$ cat config.mk
export PLATFORM = sky130hd
export DESIGN_NAME = rr_mux_sel_arbiter_flat
export DESIGN_NICKNAME = d
export VERILOG_FILES = /design/src/rtl/rr_arb_pkg.sv /design/src/rtl/rr_mux_sel_arbiter_if.sv /design/src/rtl/rr_pick.sv /design/src/rtl/rr_mux_sel_arbiter.sv /design/src/flat_wrapper.sv
export SDC_FILE = /design/constraint.sdc
export NUM_CORES = 1
export LEC_CHECK = 0
export CAP_MARGIN = 20
export CORE_MARGIN = 4
export CORE_UTILIZATION = 53
export DETAILED_ROUTE_END_ITERATION = 10
export GPL_ROUTABILITY_DRIVEN = 1
export PLACE_DENSITY = 0.77
export SKIP_LAST_GASP = 1
export SYNTH_ARGS = -nofsm -noshare
export SYNTH_HDL_FRONTEND = slang
export SYNTH_HIERARCHICAL = 1
export SYNTH_SLANG_ARGS = --single-unit
export TNS_END_PERCENT = 30
$ cat constraint.sdc
create_clock -name clk -period 2.6 [get_ports clk]
set_clock_uncertainty 0.15 [all_clocks]
set_input_delay 0.52 -clock clk [delete_from_list [all_inputs] [get_ports clk]]
set_output_delay 0.52 -clock clk [all_outputs]
set_load 0.05 [all_outputs]
$ cat src/rtl/rr_arb_pkg.sv
// Shared constants and types for the round-robin mux-select arbiter.
package rr_arb_pkg;

  localparam int unsigned NUM_CH           = 4;
  localparam int unsigned SEL_W            = 2;
  localparam int unsigned HOLD_W           = 8;
  localparam int unsigned DEFAULT_MAX_HOLD = 8;

  typedef enum logic [0:0] {
    StIdle = 1'b0,
    StBusy = 1'b1
  } arb_state_e;

endpackage

$ cat src/rtl/rr_mux_sel_arbiter_if.sv
// Request/grant bundle between the channel owners and the arbiter.
interface rr_mux_sel_arbiter_if;
  import rr_arb_pkg::*;

  logic [NUM_CH-1:0] req;
  logic              done;
  logic [SEL_W-1:0]  sel;
  logic [NUM_CH-1:0] grant;
  logic              valid;
  logic              timeout;

  // Requester side drives req/done and observes the grant.
  modport master (
    output req,
    output done,
    input  sel,
    input  grant,
    input  valid,
    input  timeout
  );

  // Arbiter side.
  modport slave (
    input  req,
    input  done,
    output sel,
    output grant,
    output valid,
    output timeout
  );

endinterface

$ cat src/rtl/rr_pick.sv
// Rotate-priority encoder: first set request searching from ptr upward, modulo NUM_CH.
module rr_pick
  import rr_arb_pkg::*;
(
  input  logic [NUM_CH-1:0] req_i,
  input  logic [SEL_W-1:0]  ptr_i,
  output logic              any_o,
  output logic [SEL_W-1:0]  idx_o
);

  always_comb begin
    any_o = 1'b0;
    idx_o = '0;
    for (int i = 0; i < NUM_CH; i++) begin
      // SEL_W-bit addition wraps the search index naturally.
      if (!any_o && req_i[ptr_i + SEL_W'(i)]) begin
        any_o = 1'b1;
        idx_o = ptr_i + SEL_W'(i);
      end
    end
  end

endmodule

$ cat src/rtl/rr_mux_sel_arbiter.sv
// Round-robin arbiter driving the select of a 4:1 mux, with hold limit and
// a forced idle cycle between grants so the mux select can settle.
module rr_mux_sel_arbiter
  import rr_arb_pkg::*;
#(
  parameter int unsigned MAX_HOLD = DEFAULT_MAX_HOLD  // legal range 1..255
) (
  input  logic                 clk,
  input  logic                 rst_n,
  rr_mux_sel_arbiter_if.slave  bus
);

  localparam logic [HOLD_W-1:0] HoldLimit = HOLD_W'(MAX_HOLD);

  arb_state_e        state_q, state_d;
  logic [SEL_W-1:0]  ptr_q, ptr_d;
  logic [HOLD_W-1:0] hold_q, hold_d;
  logic [SEL_W-1:0]  sel_q, sel_d;
  logic [NUM_CH-1:0] grant_q, grant_d;
  logic              valid_q, valid_d;
  logic              timeout_q, timeout_d;

  logic              pick_any;
  logic [SEL_W-1:0]  pick_idx;
  logic              rel_done, rel_drop, rel_hold;

  rr_pick u_pick (
    .req_i (bus.req),
    .ptr_i (ptr_q),
    .any_o (pick_any),
    .idx_o (pick_idx)
  );

  always_ff @(posedge clk or negedge rst_n) begin
    if (!rst_n) begin
      state_q   <= StIdle;
      ptr_q     <= '0;
      hold_q    <= '0;
      sel_q     <= '0;
      grant_q   <= '0;
      valid_q   <= 1'b0;
      timeout_q <= 1'b0;
    end else begin
      state_q   <= state_d;
      ptr_q     <= ptr_d;
      hold_q    <= hold_d;
      sel_q     <= sel_d;
      grant_q   <= grant_d;
      valid_q   <= valid_d;
      timeout_q <= timeout_d;
    end
  end

  assign rel_done = bus.done;
  assign rel_drop = ~bus.req[sel_q];
  assign rel_hold = (hold_q == HoldLimit);

  always_comb begin
    state_d   = state_q;
    ptr_d     = ptr_q;
    hold_d    = hold_q;
    sel_d     = sel_q;
    grant_d   = grant_q;
    valid_d   = valid_q;
    timeout_d = 1'b0;

    unique case (state_q)
      StIdle: begin
        if (pick_any) begin
          state_d = StBusy;
          sel_d   = pick_idx;
          grant_d = NUM_CH'(1) << pick_idx;
          valid_d = 1'b1;
          hold_d  = HOLD_W'(1);
        end
      end
      StBusy: begin
        if (rel_done || rel_drop || rel_hold) begin
          // sel is left alone so the mux output does not move while idle.
          state_d   = StIdle;
          grant_d   = '0;
          valid_d   = 1'b0;
          ptr_d     = sel_q + SEL_W'(1);
          hold_d    = '0;
          timeout_d = rel_hold && !rel_done && !rel_drop;
        end else if (hold_q != HoldLimit) begin
          hold_d = hold_q + HOLD_W'(1);
        end
      end
      default: state_d = StIdle;
    endcase
  end

  always_comb begin
    bus.sel     = sel_q;
    bus.grant   = grant_q;
    bus.valid   = valid_q;
    bus.timeout = timeout_q;
  end

endmodule
$ cat src/flat_wrapper.sv
// flat-port wrapper written by rule: the top's interface ports become plain ports
module rr_mux_sel_arbiter_flat import rr_arb_pkg::*;
#(
  parameter int unsigned MAX_HOLD = DEFAULT_MAX_HOLD                       
)
  (clk, rst_n, bus_req, bus_done, bus_sel, bus_grant, bus_valid, bus_timeout);
  rr_mux_sel_arbiter_if bus_i ();
  input  logic clk;
  input  logic rst_n;
  input wire logic [$bits(bus_i.req)-1:0] bus_req;
  input wire logic [$bits(bus_i.done)-1:0] bus_done;
  output wire logic [$bits(bus_i.sel)-1:0] bus_sel;
  output wire logic [$bits(bus_i.grant)-1:0] bus_grant;
  output wire logic [$bits(bus_i.valid)-1:0] bus_valid;
  output wire logic [$bits(bus_i.timeout)-1:0] bus_timeout;
  assign bus_i.req = bus_req;
  assign bus_i.done = bus_done;
  assign bus_sel = bus_i.sel;
  assign bus_grant = bus_i.grant;
  assign bus_valid = bus_i.valid;
  assign bus_timeout = bus_i.timeout;
  rr_mux_sel_arbiter #(.MAX_HOLD(MAX_HOLD)) u_core (.clk(clk), .rst_n(rst_n), .bus(bus_i));
endmodule
# [Yosys cells after proc, flatten, opt, wreduce, memory -nomap -nowiden]
# Index checks and enable logic that the tools add are counted.
[totals] reg_bits=19 in_bits=7 out_inout_bits=8 wordCells=73
[classes] add_sub_neg=5 order_cmp=5 eq_ne=5 shift=1 muxes=33 n_bitwise=2 reduce_logical=15
[op_table] cell="$mux W8" n=3
[op_table] cell="$pmux W8 S2" n=1
[op_table] cell="$lt A2 B3 Y1 const B" n=5
[op_table] cell="$mux W1" n=15
[op_table] cell="$bmux W1 S2" n=5
[op_table] cell="$add A8 B1 Y8 const B" n=1
[op_table] cell="$eq A8 B4 Y1 const B" n=1
[op_table] cell="$mux W2" n=4
[op_table] cell="$mux W4" n=2
[op_table] cell="$ne A8 B4 Y1 const B" n=1
[op_table] cell="$pmux W4 S2" n=1
[op_table] cell="$reduce_and A2 Y1" n=4
[op_table] cell="$logic_and A1 B1 Y1" n=5
[op_table] cell="$add A2 B1 Y2 const B" n=2
[op_table] cell="$add A2 B2 Y2 const B" n=2
[op_table] cell="$logic_not A1 Y1" n=4
[op_table] cell="$pmux W1 S2" n=2
[op_table] cell="$shl A1 B2 Y4 const A" n=1
[op_table] cell="$ne A3 B3 Y1 const B" n=1
[op_table] cell="$logic_or A1 B1 Y1" n=2
[op_table] cell="$ne A2 B1 Y1 const B" n=1
[op_table] cell="$ne A2 B2 Y1 const B" n=1
[op_table] cell="$not A1 Y1" n=2

# [Depth between registers and ports, before layout]
[depth] word_depth=15 mapped_depth=7 depth_no_buf=6

# [By module]
# The synthesis kept the hierarchy.
[modules_own_cells] mod="rr_mux_sel_arbiter" n_inst=1 cells_per_inst=101 area_each_um2=1038.5 seq_area_each_um2=475.5
[modules_own_cells] mod="rr_pick" n_inst=1 cells_per_inst=15 area_each_um2=77.6 seq_area_each_um2=0.0

# [Worst setup path after synthesis]
# OpenSTA, ideal clock, no wires.
[synth_timing] path_type="reg2reg" startpoint="register u_core.hold_q[4]" endpoint="register u_core.hold_q[1]" setup_ps=121 arrival_ps=1813 required_ps=2329 setup_slack_ps=516 path_stages_with_launch=6 n_path_buf=1 period_less_slack_ps=2084 cell_sequence="dfrtp_1 > or4_4 > or3_1 > buf_6 > and2_4 > a22o_1"
[synth_via] elab_chain_len=4 word_cells_on_any_way=7 cone_classes="3 x eq/ne; 2 x mux; 2 x reduce/logical"
[synth_lines] element="from (decl)" line_no="rr_mux_sel_arbiter.sv:17" source="logic [HOLD_W-1:0] hold_q, hold_d;"
[synth_lines] element="from (signal assigned)" line_no="rr_mux_sel_arbiter.sv:46" source="hold_q <= hold_d;"
[synth_lines] element="$eq A8 B4 Y1" line_no="rr_mux_sel_arbiter.sv:56" source="assign rel_hold = (hold_q == HoldLimit);"
[synth_lines] element="$logic_or A1 B1 Y1" line_no="rr_mux_sel_arbiter.sv:78" source="if (rel_done || rel_drop || rel_hold) begin"
[synth_lines] element="$mux W8 / $ne A3 B3 Y1 (equally long branches)"
[synth_lines] element="$pmux W8 S2 / $reduce_and A2 Y1 (equally long branches)"
# Parallel ways exist; a longest one is shown, timed or not.
# A chain may end at the register's enable or synchronous reset.

# [Worst setup path in the final report]
[layout_timing] startpoint="register u_core.sel_q[0], in the netlist u_core/bus.sel[0]" endpoint="output port bus_sel[0]"
[layout_lines] element="from (decl)" line_no="rr_mux_sel_arbiter.sv:18" source="logic [SEL_W-1:0] sel_q, sel_d;"
[layout_lines] element="from (signal assigned)" line_no="rr_mux_sel_arbiter.sv:47" source="sel_q <= sel_d;"
[layout_lines] element="to (decl)" line_no="flat_wrapper.sv:12" source="output wire logic [$bits(bus_i.sel)-1:0] bus_sel;"
# No word-level cell between the ends.

==> flow_summary.ini <==
[status]
status = completed

[yosys]
ys.flop_type = dfrtp_1
synth-seq-area-share = 0.426
synth.distinct_cells = 38
synth_top_family_by_area = simple AND/OR/NAND/NOR gates
synth_most_common_cell = dfrtp_1
synthArstFlopShare = 1.00
synth_compound_area_frac = 0.178
synth_area_um2 = 1120
yosys.area_share.simple = 0.179
muxShareOfSynthArea = 0.122
ys_seq_elements = 19
synthAdderAreaFrac = 0.0224
synth_top_area_share = 0.426
synthTopCellsByArea = dfrtp_1, mux2i_1, inv_1, nand2_1, nand3_1
synth_xor_area_frac = 0.00785
yosys.area.top_type = dfrtp_1
syn_inst = 116
synthesis.nets = 125
yosys_warnings = 6
avgSynthCellArea_um2 = 9.62
synth_edf_count = 0
synth_common_cells = dfrtp_1, inv_1, nand2_1

[pwr]
ir_drop_mv = 0.680
total_power_w = 0.00129
p_per_area_nw_per_um2 = 983
cellLeakagePower_nw = 0.582

[global_routing]
grt_first_pass_wirelength_um = 3710
grt_pass1_vias = 817
track_usage = 0.179
antenna_found_initial = 0
grt_max_degree = 20
grt-ovfl-total = 0

[placed_design]
routabilityCongestion = 0.763
dpl.hpwl_um = 1630
port-buffer-count = 14
post-place-ws_ns = 0.137

[clock_tree]
cts_sinks = 19
postCtsSetupBuffers = 0
clkTransAtPathRegs_ns = 0.11
clock-root-buffer = clkbuf_4
cts_resized = 0
cts_buffers = 3
htreeDepth = 1
clockBufferDepth = 2
clock_latency_ns = 0.30
hold_buffers = 0
tritoncts = done

[floorplanning]
die_y_um = 53.9
num_rows = 16
dieWidth_um = 53.9
io_pins = 15
initial_utilization = 0.563
die_area_um2 = 2900
core-area_um2 = 1980

[finish]
nets = 141
drive_gt1_frac = 0.130
n_antenna_cell = 0
area_delta_synth_final_pct = 17.4

[timing]
period_share = 0.895
fmax_ghz = 0.430
finalSetupTns_ns = 0
drv_slew = 0
finalHoldViolations = 0
rsz0062_at_grt = no
worst_pin_slew_ns = 0.504
setup_violations = 0
slew_headroom = 0.663
worst_slack_ns = 0.272
period_minus_slack_ns = 2.33

[critical_path]
arrival_ns = 1.66
cp_slowest_cell = clkdlybuf4s50_1
path_cells = clkdlybuf4s50_1
cp_slowest_stage_delay_ns = 0.86
reg2reg_slack_ns = 0.39
cp_max_fo = 7
critical_path.startpoint_type = flip-flop
crit_cells = 1
worstPathRequired_ns = 1.93
r2r_end = u_core/hold_q[1]
startpoint = u_core/bus.sel[0]
cp_top_family = buffers and inverters
cp_num_buf_inv = 1
worstReg2RegStart = u_core/hold_q[4]
setup.worst_path.end = bus_sel[0]
critPathKind = reg -> out
reg2reg_depth = 4
setup.worst_path.end_class = output port

[run]
cap_violations = 0

[route]
vias_per_cell = 5.80
totalWireLength_um = 2270
drc_errors = 0
drt_iter0_markers = 52
dr.pass1.iters = 4
wl_per_cell_um = 14.3
postRouteAntennaNets = 0
vias = 916

[min_path]
hp-class = reg -> reg
-- metrics by stage --
| stage | cell area, um2 | instances | hold WS, ns | util |
|---|---|---|---|---|
| 6_report | 1310 | 158 | 0.367 | 0.661 |
| 3_3_place_gp | 1280 | 154 | 0.340 | 0.647 |
| 3_5_place_dp | 1280 | 154 | 0.346 | 0.647 |
| 2_1_floorplan | 1120 | 116 | 0.0744 | - |
| 5_1_grt | 1310 | 158 | 0.401 | 0.661 |
| 4_1_cts | 1310 | 158 | 0.372 | 0.661 |
-- cells in the final DEF, fill, tap and decap left out, types with 2 or more instances in the layout --
cell	synthesis	layout
o21ai_0	3	3
dfrtp_1	19	19
mux2_2	3	3
clkbuf_4	0	3
nor3_1	2	2
clkdlybuf4s50_1	0	14
a21oi_1	5	5
o22ai_1	2	2
nand2_1	10	10
mux2i_1	8	8
ha_1	2	2
nand2b_1	2	2
nor2b_1	4	4
buf_4	0	3
o2bb2ai_1	4	4
o211ai_1	2	2
a31oi_1	2	2
a22oi_1	2	2
nand3_1	7	7
nor2_1	5	5
inv_1	10	10
-- cell families (layout without fill, tap and decap cells) --
kind of cell               Yosys count  count (layout)
AOI/OAI and AO/OA                   27              27
xor gates and xnor gates             1               1
adders and majority gates            2               2
and+or+nand+nor                     38              38
muxes                               12              12
buffers and inverters               17              32
DFF                                 19              19
-- metal layers --
layer,up-vias,global-route usage,part of all wire
met5,-,0,0
met3,2,0.0332,0.056
met4,0,0.0638,0.0053
met2,30,0.292,0.47
met1,433,0.235,0.47
li1,451,-,-
-- final cells by class --
type	instances	area, um2
Sequential cell	19	475
Clock buffer	3	22.5
Inverter	11	41.3
Timing Repair Buffer	17	163
Clock inverter	1	5.00
Tap cell	27	33.8
Fill cell	154	672
Multi-Input combinational cell	80	569
-- sequential cells by signal, indices dropped and copies added (netlist names) --
| register | flops |
|---|---|
| u_core/hold_q | 8 |
| u_core/bus.grant | 4 |
| u_core/ptr_q | 2 |
| u_core/bus.timeout | 1 |
| u_core/bus.sel | 2 |
| u_core/bus.valid | 1 |
| u_core/state_q | 1 |
-- power by group --
part / internal [W] / switching [W] / total (W)
logic: 0.000272 / 0.000364 / 0.000636
registers: 0.000382 / 0.000121 / 0.000502
clock network: 0.0000573 / 0.0000928 / 0.000150
-- worst min path at each step --
stage,from,depth (start not counted),slack [ns],end
6_report,u_core/bus.grant[3],1,0.37,u_core/bus.grant[3]
3_5_place_dp,u_core/bus.grant[3],1,0.35,u_core/bus.grant[3]
4_1_cts,u_core/bus.grant[3],1,0.37,u_core/bus.grant[3]
3_3_place_gp,u_core/bus.grant[3],1,0.34,u_core/bus.grant[3]
2_1_floorplan,rst_n,0,0.07,u_core/bus.grant[0]
5_1_grt,rst_n,2,0.40,u_core/hold_q[4]
Note: power is estimated with default switching activity, not from simulation.
